[src/rtl/axis_rr_pick.sv]
// Round-robin priority search: finds the first requesting port starting at
// ptr_i and wrapping modulo NS.
module axis_rr_pick #(
    parameter int unsigned NS = 4,
    parameter int unsigned IW = (NS > 1) ? $clog2(NS) : 1
) (
    input  logic [NS-1:0] req_i,
    input  logic [IW-1:0] ptr_i,
    output logic          gnt_vld_o,
    output logic [IW-1:0] gnt_idx_o
);

    // Port index reached by stepping 'off' places past the pointer, modulo NS.
    function automatic int unsigned wrap_idx(input logic [IW-1:0] p, input int unsigned off);
        int unsigned s;
        s = 32'(p) + off;
        if (s >= NS) begin
            s = s - NS;
        end
        return s;
    endfunction

    logic found;

    // Scan offsets 0..NS-1 from the pointer; the first requester wins.
    always_comb begin
        found     = 1'b0;
        gnt_idx_o = '0;
        for (int unsigned i = 0; i < NS; i++) begin
            for (int unsigned j = 0; j < NS; j++) begin
                if (!found && (wrap_idx(ptr_i, i) == j) && req_i[j]) begin
                    found     = 1'b1;
                    gnt_idx_o = IW'(j);
                end
            end
        end
        gnt_vld_o = found;
    end

endmodule

[src/rtl/axis_rr_merge.sv]
// Packet-level round-robin merge of NS AXI-Stream inputs into one registered
// output stream. A multi-beat packet locks the arbiter until its TLAST.
module axis_rr_merge #(
    parameter int unsigned C_AXIS_DATA_WIDTH = 16,
    parameter int unsigned NS                = 4,
    parameter int unsigned IW                = (NS > 1) ? $clog2(NS) : 1
) (
    input  logic                            S_AXI_ACLK,
    input  logic                            S_AXI_ARESET,
    input  logic [NS-1:0]                   S_AXIS_TVALID,
    output logic [NS-1:0]                   S_AXIS_TREADY,
    input  logic [NS*C_AXIS_DATA_WIDTH-1:0] S_AXIS_TDATA,
    input  logic [NS-1:0]                   S_AXIS_TLAST,
    output logic                            M_AXIS_TVALID,
    input  logic                            M_AXIS_TREADY,
    output logic [C_AXIS_DATA_WIDTH-1:0]    M_AXIS_TDATA,
    output logic                            M_AXIS_TLAST,
    output logic [IW-1:0]                   M_AXIS_TID
);

    localparam int unsigned DW = C_AXIS_DATA_WIDTH;

    typedef enum logic {
        IDLE   = 1'b0,
        LOCKED = 1'b1
    } state_t;

    state_t          state_q, state_d;
    logic [IW-1:0]   ptr_q, ptr_d;
    logic [IW-1:0]   lock_q, lock_d;
    logic            m_valid_q, m_valid_d;
    logic [DW-1:0]   m_data_q, m_data_d;
    logic            m_last_q, m_last_d;
    logic [IW-1:0]   m_tid_q, m_tid_d;

    logic            pick_vld;
    logic [IW-1:0]   pick_idx;
    logic            open_stage;
    logic            gnt_vld;
    logic [IW-1:0]   gnt_idx;
    logic            sel_valid;
    logic [DW-1:0]   sel_data;
    logic            sel_last;
    logic            accept;
    logic [IW-1:0]   nxt_idx;

    axis_rr_pick #(
        .NS (NS),
        .IW (IW)
    ) u_pick (
        .req_i     (S_AXIS_TVALID),
        .ptr_i     (ptr_q),
        .gnt_vld_o (pick_vld),
        .gnt_idx_o (pick_idx)
    );

    assign open_stage = !m_valid_q || M_AXIS_TREADY;

    // Grant selection: a locked packet owns the output, otherwise the picker decides.
    always_comb begin
        gnt_vld = pick_vld;
        gnt_idx = pick_idx;
        if (state_q == LOCKED) begin
            gnt_vld = 1'b1;
            gnt_idx = lock_q;
        end
    end

    // Route the granted port's beat and drive per-port ready.
    always_comb begin
        sel_valid     = 1'b0;
        sel_data      = '0;
        sel_last      = 1'b0;
        S_AXIS_TREADY = '0;
        for (int unsigned k = 0; k < NS; k++) begin
            if (IW'(k) == gnt_idx) begin
                sel_valid        = S_AXIS_TVALID[k];
                sel_data         = S_AXIS_TDATA[k*DW +: DW];
                sel_last         = S_AXIS_TLAST[k];
                S_AXIS_TREADY[k] = gnt_vld && open_stage && !S_AXI_ARESET;
            end
        end
        accept  = gnt_vld && sel_valid && open_stage && !S_AXI_ARESET;
        nxt_idx = (gnt_idx == IW'(NS - 1)) ? '0 : gnt_idx + IW'(1);
    end

    // Next state: lock on a non-final beat, advance the pointer past the
    // source when a packet ends.
    always_comb begin
        state_d = state_q;
        ptr_d   = ptr_q;
        lock_d  = lock_q;
        if (accept) begin
            unique case (state_q)
                IDLE: begin
                    if (sel_last) begin
                        ptr_d = nxt_idx;
                    end else begin
                        state_d = LOCKED;
                        lock_d  = gnt_idx;
                    end
                end
                LOCKED: begin
                    if (sel_last) begin
                        state_d = IDLE;
                        ptr_d   = nxt_idx;
                    end
                end
                default: state_d = IDLE;
            endcase
        end
    end

    // Output stage: load on accept (also covers drain+reload), clear on drain.
    always_comb begin
        m_valid_d = m_valid_q;
        m_data_d  = m_data_q;
        m_last_d  = m_last_q;
        m_tid_d   = m_tid_q;
        if (accept) begin
            m_valid_d = 1'b1;
            m_data_d  = sel_data;
            m_last_d  = sel_last;
            m_tid_d   = gnt_idx;
        end else if (M_AXIS_TREADY) begin
            m_valid_d = 1'b0;
        end
    end

    // State and output registers with asynchronous reset.
    always_ff @(posedge S_AXI_ACLK or posedge S_AXI_ARESET) begin
        if (S_AXI_ARESET) begin
            state_q   <= IDLE;
            ptr_q     <= '0;
            lock_q    <= '0;
            m_valid_q <= 1'b0;
            m_data_q  <= '0;
            m_last_q  <= 1'b0;
            m_tid_q   <= '0;
        end else begin
            state_q   <= state_d;
            ptr_q     <= ptr_d;
            lock_q    <= lock_d;
            m_valid_q <= m_valid_d;
            m_data_q  <= m_data_d;
            m_last_q  <= m_last_d;
            m_tid_q   <= m_tid_d;
        end
    end

    assign M_AXIS_TVALID = m_valid_q;
    assign M_AXIS_TDATA  = m_data_q;
    assign M_AXIS_TLAST  = m_last_q;
    assign M_AXIS_TID    = m_tid_q;

endmodule

[config.mk]
export PLATFORM = sky130hd
export DESIGN_NAME = axis_rr_merge
export DESIGN_NICKNAME = d
export VERILOG_FILES = /design/src/rtl/axis_rr_pick.sv /design/src/rtl/axis_rr_merge.sv
export SDC_FILE = /design/constraint.sdc
export NUM_CORES = 1
export LEC_CHECK = 0
export BUFFER_PORTS_ARGS = -buffer_cell sky130_fd_sc_hd__buf_2
export CORE_ASPECT_RATIO = 0.8
export CORE_MARGIN = 1
export CORE_UTILIZATION = 30
export CTS_BUF_LIST = sky130_fd_sc_hd__clkbuf_4
export CTS_CLUSTER_SIZE = 24
export DETAILED_ROUTE_END_ITERATION = 8
export PLACE_DENSITY = 0.66
export SLEW_MARGIN = 0
export SYNTH_ARGS = -nofsm -noshare
export SYNTH_HDL_FRONTEND = slang
export SYNTH_SLANG_ARGS = --single-unit
[constraint.sdc]
create_clock -name S_AXI_ACLK -period 8 [get_ports S_AXI_ACLK]
set_input_delay 0.4 -clock S_AXI_ACLK [delete_from_list [all_inputs] [get_ports S_AXI_ACLK]]
set_output_delay 0.4 -clock S_AXI_ACLK [all_outputs]
set_load 0.005 [all_outputs]
==> flow_summary.ini <==
[power]
pwr-share-seq_pct = 24.0
p_sw_uw = 395
cellPowerDensity_nw_per_um2 = 402
internal_power_uw = 568
peakVddDrop_v = 0.000113
clkPwrFrac_pct = 6.1
leakage_nw = 1.22
p_sw_share_pct = 41.0
combPwrFrac_pct = 69.9

[synth]
yosys-top-cells-count = 25 x dfrtp_1, 20 x nand2_1, 19 x mux2_4, 19 x nor2b_1
synth_edf_count = 0
synthAdderAreaFrac_pct = 2.73
synth-simple-area-share_pct = 18.3
synth_mux_area_share_pct = 17.9
syn-num-nets = 257
synth_xor_area_share_pct = 0
yosysWarningCount = 0
synth-main-ff-cell = dfrtp_1
async_flop_share_pct = 100
synth.cell_area_um2 = 1830
syn_inst = 178
synth_compound_area_share_pct = 20.8
avgSynthCellArea_um2 = 10.3
yosysTopAreaCell = dfrtp_1
synthDistinctLibCells = 33
synth_area_leaders = dfrtp_1 34%, mux2_4 16%, a221oi_1 8.1%, o31ai_1 7.0%, nor2b_1 6.5%
synth_seq_area_share_pct = 34.2
netlist.area_leader.share_pct = 34.2
synthMostInstantiatedCell = dfrtp_1
ys_ff_latch = 25
synth_top_family_by_area = compound AO/OA/AOI/OAI gates

[global_route]
grt_pass1_wl_mm = 7.55
grt_start_max_net_pins = 38
grtUsageTotal_pct = 15.0
overflow = 0
grt_pass1_vias = 1569
grt_antenna_before_repair = 0

[routing]
drt-pass1-iter-count = 4
vias_per_cell = 4.88
wl_met3_um = 244
wire_per_inst_um = 14.0
wl_met2_mm = 2.29
drt_wl_total_mm = 4.91
vias = 1707
drc = 0
top_layer_used = met4
m1WireLength_mm = 2.36
drtAntennaViolNets = 0
drtIter0Drc = 68

[outcome]
status = finished clean

[sta]
fin_crit_ps = 3630
grt_setup_unrepaired = no
fin_skew_ps = 23.4
final-setup-viol-count = 0
max-slew-margin-rel_pct = 25.9
timing.fmax_mhz = 275
worstMarginPinSlew_ps = 1110
slew_viol_final = 0
fin_hold_ws_ps = 296
fin_crit_sh_pct = 45.4
hold_viol_final = 0
setup_tns_ps = 0

[floorplan]
core_um2 = 5910
initial_core_util_pct = 31.0
fp-row-count = 25
dieArea_um2 = 6420
fp.dieW_um = 89.4
die_h_um = 71.9
io_pins = 99

[cts]
clk_latency_ps = 330
cts.repair.resized = 0
hold_buffers = 0
cts_setup_buffers = 0
numClockSinks = 25
htreeDepth = 1
numCtsBuffers = 3
clkTransAtPathRegs_ps = 160
cts_buffer_depth = 2
cts_tree = built
clockRootBuffer = clkbuf_4

[critical_path]
arrival_ps = 3840
cp-end-kind = register
crit_path_start = ptr_q[1]$_DFFE_PP0P_
crit_chain = mux2i_1 > nor2_1 > o41ai_2 > ha_1 > a211oi_1 > a221o_1 > or2_1 > buf_4 > mux2_4
r2r-start = ptr_q[1]$_DFFE_PP0P_
start_kind = register
path_depth = 9
cp_top_family = compound AO/OA/AOI/OAI gates
required_ps = 8210
critical_path.max_fanout = 22
r2r_end = M_AXIS_TID[0]$_DFFE_PP0P_
r2r_cells = 9
critPathKind = reg -> reg
cp-endpoint = M_AXIS_TID[0]$_DFFE_PP0P_
worst_path_largest_cell_delay_ps = 840
slowest_stage = ha_1
r2r_slack_ps = 4370
cp.buffers_inverters = 1

[placed_design]
port_buffers = 98
routabilityCongestion = 0.819
dpl.hpwl_mm = 3.64

[layout]
drive_above_1_share_pct = 48.7
antenna_cells = 0
finish.net_count = 349
area_growth_pct = 30.7

[hold_path]
hold_class = in -> async

[flow_run]
drv_cap = 0
-- through the flow --
stage	setup WS, ps	instance area (um2)	util (%)	std cells	power (mW)
final	4370	2390	40.5	350	0.963
after global routing	4010	2390	40.5	350	1.04
after global placement	4360	2360	40.0	346	0.899
after CTS	4320	2390	40.5	350	0.978
after detailed placement	4220	2360	40.0	346	0.915
after floorplan	5220	1830	-	178	0.759
-- worst min path at each step --
stage	cells past startpoint	endpoint	slack [ps]	startpoint
6_report	2	M_AXIS_TVALID$_DFFE_PP0P_	300	S_AXI_ARESET
5_1_grt	3	M_AXIS_TVALID$_DFFE_PP0P_	360	M_AXIS_TREADY
4_1_cts	2	M_AXIS_TLAST$_DFFE_PP0P_	330	S_AXI_ARESET
3_5_place_dp	1	lock_q[1]$_DFFE_PP0P_	490	lock_q[1]$_DFFE_PP0P_
3_3_place_gp	1	lock_q[0]$_DFFE_PP0P_	470	lock_q[0]$_DFFE_PP0P_
2_1_floorplan	1	M_AXIS_TDATA[0]$_DFFE_PP0P_	430	S_AXI_ARESET
-- state kept, by name, indices dropped and copies added, names as in the netlist --
register       count
lock_q             2
M_AXIS_TDATA      16
ptr_q              2
M_AXIS_TLAST       1
state_q            1
M_AXIS_TID         2
M_AXIS_TVALID      1
-- area by class of cell --
| class | count | area [um2] |
|---|---|---|
| repair buffers | 101 | 513 |
| multi-input cells | 131 | 1090 |
| flip-flops and latches | 25 | 626 |
| fillers | 597 | 3520 |
| inverters | 8 | 30.0 |
| clock buffers | 3 | 22.5 |
| well taps | 81 | 101 |
| clock inverters | 1 | 7.51 |
-- cells in the final DEF, fill, tap and decap left out --
master,synthesis,final
a211o_1,1,1
clkbuf_4,0,3
or3b_4,1,1
buf_4,1,3
mux2i_1,2,2
inv_1,8,8
o21ai_1,1,1
mux2_1,2,2
nand2_1,20,20
a21oi_1,2,2
a211oi_1,2,2
nor2_1,4,4
a221oi_1,17,17
nand2b_1,3,3
dfrtp_1,25,25
nor3b_1,2,2
nor2b_1,19,19
buf_2,3,98
a21boi_2,1,1
nor4_2,1,1
a211oi_2,1,1
a221oi_2,1,1
clkinvlp_4,0,1
nor3_1,2,2
nand3b_4,1,1
o31ai_1,17,17
or2_1,1,1
nand3b_1,1,1
ha_1,4,4
o41ai_2,1,1
and2_1,4,4
a221o_1,1,1
mux2_4,19,19
-- power by group through the flow --
| stage | Combinational, mW | Clock, mW | Sequential, mW |
|---|---|---|---|
| 2_1_floorplan | 0.531 | 0 | 0.228 |
| 3_3_place_gp | 0.666 | 0 | 0.233 |
| 3_5_place_dp | 0.682 | 0 | 0.233 |
| 4_1_cts | 0.685 | 0.0619 | 0.231 |
| 5_1_grt | 0.738 | 0.0667 | 0.238 |
| 6_report | 0.673 | 0.0586 | 0.231 |
-- kinds of logic after synthesis --
| logic type | Yosys count |
|---|---|
| flops | 25 |
| buf+inv | 22 |
| compound gates | 45 |
| mux | 23 |
| simple gates | 59 |
| fa+ha+maj | 4 |
-- layer usage --
layer | track usage (%) | vias to the layer above
li1 | - | 835
met1 | 20.7 | 815
met2 | 25.5 | 55
met3 | 3.07 | 2
met4 | 1.06 | 0
met5 | 0 | -
(Power assumes the default switching activity.)
